## src/rtl/mem_bus_master.sv

```systemverilog
// Burst initiator for the valid/ready single-port memory bus.
// Sequences host bursts into single-beat slave accesses with address wrap and a ready timeout.
module mem_bus_master #(
    parameter int WIDTH      = 16,
    parameter int DEPTH      = 32,
    parameter int ADDR_WIDTH = 5,
    parameter int LEN_WIDTH  = 4,
    parameter int TIMEOUT    = 16
) (
    input  logic                  clk,
    input  logic                  rst,
    input  logic                  cmd_valid,
    output logic                  cmd_ready,
    input  logic                  cmd_wr,
    input  logic [ADDR_WIDTH-1:0] cmd_addr,
    input  logic [LEN_WIDTH-1:0]  cmd_len,
    input  logic                  wd_valid,
    input  logic [WIDTH-1:0]      wd_data,
    output logic                  wd_ready,
    output logic                  rsp_valid,
    output logic [WIDTH-1:0]      rsp_data,
    output logic                  done,
    output logic                  err,
    output logic                  valid,
    output logic                  wr_rd,
    output logic [ADDR_WIDTH-1:0] addr,
    output logic [WIDTH-1:0]      wdata,
    input  logic [WIDTH-1:0]      rdata,
    input  logic                  ready
);

    localparam int BEATS_W = LEN_WIDTH + 1;
    localparam int TIMER_W = (TIMEOUT > 1) ? $clog2(TIMEOUT) : 1;

    typedef enum logic [1:0] {IDLE, LOAD, REQ, GAP} state_t;

    state_t                r_state,     w_state_nxt;
    logic                  r_wr,        w_wr_nxt;
    logic [ADDR_WIDTH-1:0] r_addr,      w_addr_nxt;
    logic [BEATS_W-1:0]    r_beats,     w_beats_nxt;
    logic                  r_err_flag,  w_err_flag_nxt;
    logic [TIMER_W-1:0]    r_timer,     w_timer_nxt;
    logic [WIDTH-1:0]      r_wdata,     w_wdata_nxt;
    logic                  r_rsp_valid, w_rsp_valid_nxt;
    logic [WIDTH-1:0]      r_rsp_data,  w_rsp_data_nxt;
    logic                  r_done,      w_done_nxt;
    logic                  r_err,       w_err_nxt;
    logic                  r_valid;

    always_comb begin
        // NOTE: every signal gets a default before the case so no path leaves it unassigned (no latches).
        w_state_nxt     = r_state;
        w_wr_nxt        = r_wr;
        w_addr_nxt      = r_addr;
        w_beats_nxt     = r_beats;
        w_err_flag_nxt  = r_err_flag;
        w_timer_nxt     = r_timer;
        w_wdata_nxt     = r_wdata;
        w_rsp_valid_nxt = 1'b0;
        w_rsp_data_nxt  = r_rsp_data;
        w_done_nxt      = 1'b0;
        w_err_nxt       = 1'b0;

        case (r_state)
            IDLE: begin
                if (cmd_valid) begin
                    w_wr_nxt       = cmd_wr;
                    w_addr_nxt     = cmd_addr;
                    w_beats_nxt    = BEATS_W'(cmd_len) + BEATS_W'(1);
                    w_err_flag_nxt = 1'b0;
                    w_timer_nxt    = '0;
                    w_state_nxt    = cmd_wr ? LOAD : REQ;
                end
            end
            LOAD: begin
                if (wd_valid) begin
                    w_wdata_nxt = wd_data;
                    w_timer_nxt = '0;
                    w_state_nxt = REQ;
                end
            end
            REQ: begin
                if (ready) begin
                    if (!r_wr) begin
                        w_rsp_data_nxt  = rdata;
                        w_rsp_valid_nxt = 1'b1;
                    end
                    w_beats_nxt = r_beats - BEATS_W'(1);
                    w_addr_nxt  = (r_addr == ADDR_WIDTH'(DEPTH - 1)) ? '0 : r_addr + ADDR_WIDTH'(1);
                    w_state_nxt = GAP;
                end else if (r_timer == TIMER_W'(TIMEOUT - 1)) begin
                    w_err_flag_nxt = 1'b1;
                    w_beats_nxt    = '0;
                    w_state_nxt    = GAP;
                end else begin
                    w_timer_nxt = r_timer + TIMER_W'(1);
                end
            end
            GAP: begin
                // A ready still high from the finished beat must not complete the next one.
                if (!ready) begin
                    if (r_beats != '0) begin
                        w_timer_nxt = '0;
                        w_state_nxt = r_wr ? LOAD : REQ;
                    end else begin
                        w_done_nxt  = 1'b1;
                        w_err_nxt   = r_err_flag;
                        w_state_nxt = IDLE;
                    end
                end
            end
            default: w_state_nxt = IDLE;
        endcase
    end

    // NOTE: state uses non-blocking assignments so every register samples pre-edge values.
    always_ff @(posedge clk) begin
        if (rst) begin
            r_state     <= IDLE;
            r_wr        <= 1'b0;
            r_addr      <= '0;
            r_beats     <= '0;
            r_err_flag  <= 1'b0;
            r_timer     <= '0;
            r_wdata     <= '0;
            r_rsp_valid <= 1'b0;
            r_rsp_data  <= '0;
            r_done      <= 1'b0;
            r_err       <= 1'b0;
            r_valid     <= 1'b0;
        end else begin
            r_state     <= w_state_nxt;
            r_wr        <= w_wr_nxt;
            r_addr      <= w_addr_nxt;
            r_beats     <= w_beats_nxt;
            r_err_flag  <= w_err_flag_nxt;
            r_timer     <= w_timer_nxt;
            r_wdata     <= w_wdata_nxt;
            r_rsp_valid <= w_rsp_valid_nxt;
            r_rsp_data  <= w_rsp_data_nxt;
            r_done      <= w_done_nxt;
            r_err       <= w_err_nxt;
            r_valid     <= (w_state_nxt == REQ);
        end
    end

    assign cmd_ready = (r_state == IDLE);
    assign wd_ready  = (r_state == LOAD);
    assign rsp_valid = r_rsp_valid;
    assign rsp_data  = r_rsp_data;
    assign done      = r_done;
    assign err       = r_err;
    assign valid     = r_valid;
    assign wr_rd     = r_wr;
    assign addr      = r_addr;
    assign wdata     = r_wdata;

endmodule

```

## config.mk

```make
export PLATFORM = sky130hd
export DESIGN_NAME = mem_bus_master
export DESIGN_NICKNAME = d
export VERILOG_FILES = /design/src/rtl/mem_bus_master.sv
export SDC_FILE = /design/constraint.sdc
export NUM_CORES = 1
export LEC_CHECK = 0
export BUFFER_PORTS_ARGS = -buffer_cell sky130_fd_sc_hd__buf_2
export CAP_MARGIN = 30
export CELL_PAD_IN_SITES_DETAIL_PLACEMENT = 1
export CELL_PAD_IN_SITES_GLOBAL_PLACEMENT = 1
export CORE_MARGIN = 3
export CORE_UTILIZATION = 28
export CTS_CLUSTER_SIZE = 24
export DETAILED_ROUTE_END_ITERATION = 8
export PLACE_DENSITY = 0.65
export SLEW_MARGIN = 20
export SYNTH_ARGS = -nofsm -noshare
export SYNTH_HDL_FRONTEND = slang
export SYNTH_SLANG_ARGS = --single-unit
```

## constraint.sdc

```tcl
create_clock -name clk -period 2.09 [get_ports clk]
set_input_delay 0.3135 -clock clk [delete_from_list [all_inputs] [get_ports clk]]
set_output_delay 0.3135 -clock clk [all_outputs]
set_load 0.03 [all_outputs]
```

==> key figures <==
Die
  • Die height: 97.15 um
  • Die area: 9437 um^2
  • Area of the core: 7888 um^2
  • Initial Util: 29.49%
  • Die X: 97.15 um
  • Site Rows: 32
  • Ports: 91

GRT
  • Met2 usage: 24.42%
  • Initial antenna violation count: 0
  • Overall fraction of global-route tracks in use: 14.28%
  • Largest net degree at the start of global routing: 33
  • Vias in the first global route: 2,389
  • Most crowded layer after global routing: met2
  • GR Util met1: 18.15%
  • First-pass GRT wire length: 11,400 um
  • Met3 GRT Util: 3.230%
  • Grt ovf: 0

Pwr
  • Peak supply drop: 348.7 uV
  • PwrDens: 793.5 nW/um^2
  • Total power: 0.002372 W
  • Leakage power figure: 1.285 nW

Placement
  • Gp weighted congestion: 0.7515
  • Placed cells: 468
  • Port bufs: 90
  • Pre-CTS setup slack: 0.1915 ns
  • Placement Cell Area: 2879 um^2
  • Placed wire-length estimate: 4934 um

STA
  • Tmin final: 1.859 ns
  • Period utilisation layout: 88.94%
  • RSZ-0062 raised after global routing: false
  • Final WS setup: 0.2312 ns
  • Setup violations, final: 0
  • Final Skew: 0.007576 ns
  • Fmax: 538.0 MHz
  • Slew headroom: 56.33%
  • Max-slew violations: 0
  • Tightest Pin Transition: 0.6551 ns
  • Setup TNS: 0 ns
  • Final Hold Fails: 0

Clock tree
  • Buffer count from post-CTS setup fixing: 0
  • Worst-path clk slew: 0.10 ns
  • H-Tree Depth: 2
  • Clock buffer depth: 2
  • Root Buffer: clkbuf_8
  • Worst skew pair latency: 0.31 ns
  • CTS tree: built
  • Num CTS Buffers: 5
  • CTS sink count: 54

Critical path
  • Crit-path max cell delay: 0.50 ns
  • Worst Path Required: 2.32 ns
  • Critical path origin: r_beats[0]
  • Register-to-Register Path Depth: 6
  • Master of the slowest instance on the critical path: or4b_4
  • Worst-path cell chain: inv_1 -> ha_1 -> or4b_4 -> a311oi_1 -> a21oi_1 -> nor4b_2
  • CP Capture Type: register
  • Critical path class: register to register
  • CP Capture Point: valid
  • Setup crit start kind: register
  • CP max FO: 4
  • R2r setup slk: 0.23 ns
  • R2r startpoint: r_beats[0]
  • Arrival @ worst endpoint: 2.09 ns
  • R2R Path End: valid

Logic synthesis
  • Top cells by count, synth: 75 x nand2_1, 54 x dfxtp_1, 42 x a21oi_1
  • Syn nets: 338
  • Yosys top cell by area: dfxtp_1
  • Main synth FF type: dfxtp_1
  • Post-synth EDFFs: 0
  • Synth cell types: 41
  • Synth top area cells: dfxtp_1 46%, nand2_1 12%, a21oi_1 9.0%, ha_1 2.7%, nor2_1 2.4%
  • Synth Instances: 286
  • Asr flop ratio synth: 0%
  • Post-Syn Area: 2326 um^2
  • Yosys top cell area share: 46.48%
  • Syn Area/Cell: 8.133 um^2
  • Yosys Warn Count: 0
  • Sequential-to-total area share from yosys stat: 46.48%
  • Top-count cell post-synth: nand2_1
  • Yosys reg bits: 54

Detailed routing
  • Detailed Route Iter0 Violations: 39
  • WL/cell: 14.11 um
  • ANT nets after route: 0
  • Vias per cell: 4.859
  • DRC Markers: 0
  • Post-Route WL: 6704 um
  • Vias post-DR: 2,308
  • DR pass1 iterations: 4

Final layout
  • # nets final: 425
  • Area delta synth->final: 28.51%
  • Final-layout fill cell count: 995
  • Ant diodes: 0
  • Final std cells w/o fill: 475
  • Fraction of layout cells with a size suffix above 1: 29.49%
  • Post-Layout Inst Area: 2989 um^2

Run status
  • Result of the run: completed

Worst hold path
  • Min-Delay Path Class: input pin to register

Run
  • Max cap viols: 0
## final cells by class
cell class	count	area [um^2]	share of cell area (%)
Inverter	3	11.26	0.3767
Timing Repair Buffer	96	495.5	16.58
Sequential cell	54	1081	36.17
Multi-Input combinational cell	213	1166	39.01
Clock inverter	2	38.79	1.298
Clock buffer	5	68.82	2.302
Tap cell	102	127.6	4.270
## logic make-up (layout without fill, tap and decap cells)
| group | after synthesis | in the layout | synth area share (%) |
|---|---|---|---|
| xor+xnor | 5 | 5 | 1.883 |
| fa+ha+maj | 5 | 5 | 2.690 |
| mux | 1 | 1 | 0.4304 |
| flops | 54 | 54 | 46.48 |
| simple gates | 131 | 131 | 26.47 |
| buf+inv | 19 | 106 | 3.497 |
| compound gates | 71 | 71 | 18.56 |
## layer usage
metal,share of wire (%),up-vias
met3,5.7,7
li1,-,1159
met4,1.1,0
met1,46,1082
met2,47,60
met5,0,-
## placed cells by master, fill, tap and decap left out, types with 2 or more instances in the layout
cell type / n
buf_4: 6
dfxtp_1: 54
a21oi_1: 42
xnor2_1: 4
o21ai_0: 4
nor3b_1: 4
a2111oi_1: 2
nand3_1: 5
nor3_1: 6
a211oi_1: 7
nor4b_1: 2
nand2_1: 75
nand2b_1: 5
nor4_1: 3
clkbuf_8: 5
o21ba_2: 3
inv_1: 3
a311oi_1: 3
ha_1: 5
buf_2: 90
o22ai_1: 3
nor2b_1: 4
and2_1: 2
and3_1: 3
nor2_1: 15
## timing repair
| item | 4_1_cts | 5_1_grt |
|---|---|---|
| hold buffers | 0 | 0 |
| resized for setup | 0 | 2 |
| setup endpoints to repair | 0 | 2 |
## worst min path at each step
stage,startpoint,to,depth (start not counted)
floorplan,r_err_flag,err,1
global placement,wdata[2],wdata[2],2
detailed placement,wdata[2],wdata[2],2
CTS,rdata[15],rsp_data[15],3
global route,rdata[14],rsp_data[14],3
finish,rdata[15],rsp_data[15],3
## worst max-delay path: cells and delay by family (launching register included)
kind | cells | cell delay, ns
fa+ha+maj | 1 | 0.21
buf+inv | 1 | 0.07
simple gates | 2 | 0.76
compound gates | 2 | 0.41
flops | 1 | 0.33
## through the flow
step	hold WS (ns)	utilization [%]
2_1_floorplan	0.4306	-
3_3_place_gp	0.4388	36.50
3_5_place_dp	0.4450	36.50
4_1_cts	0.2218	37.86
5_1_grt	0.2241	37.90
6_report	0.2315	37.90
## where the power goes
part,switching [W],leakage [nW],internal [W]
logic,0.000323,0.792,0.000193
clock network,0.000355,0.0542,0.000353
registers,0.0000588,0.439,0.00109
## state kept, by name, summed over array words and instances, names as in the netlist, 2 cells and up
name	cells
rsp_data	16
wdata	16
addr	5
r_beats	5
r_state	2
r_timer	4
(Power assumes the default switching activity.)
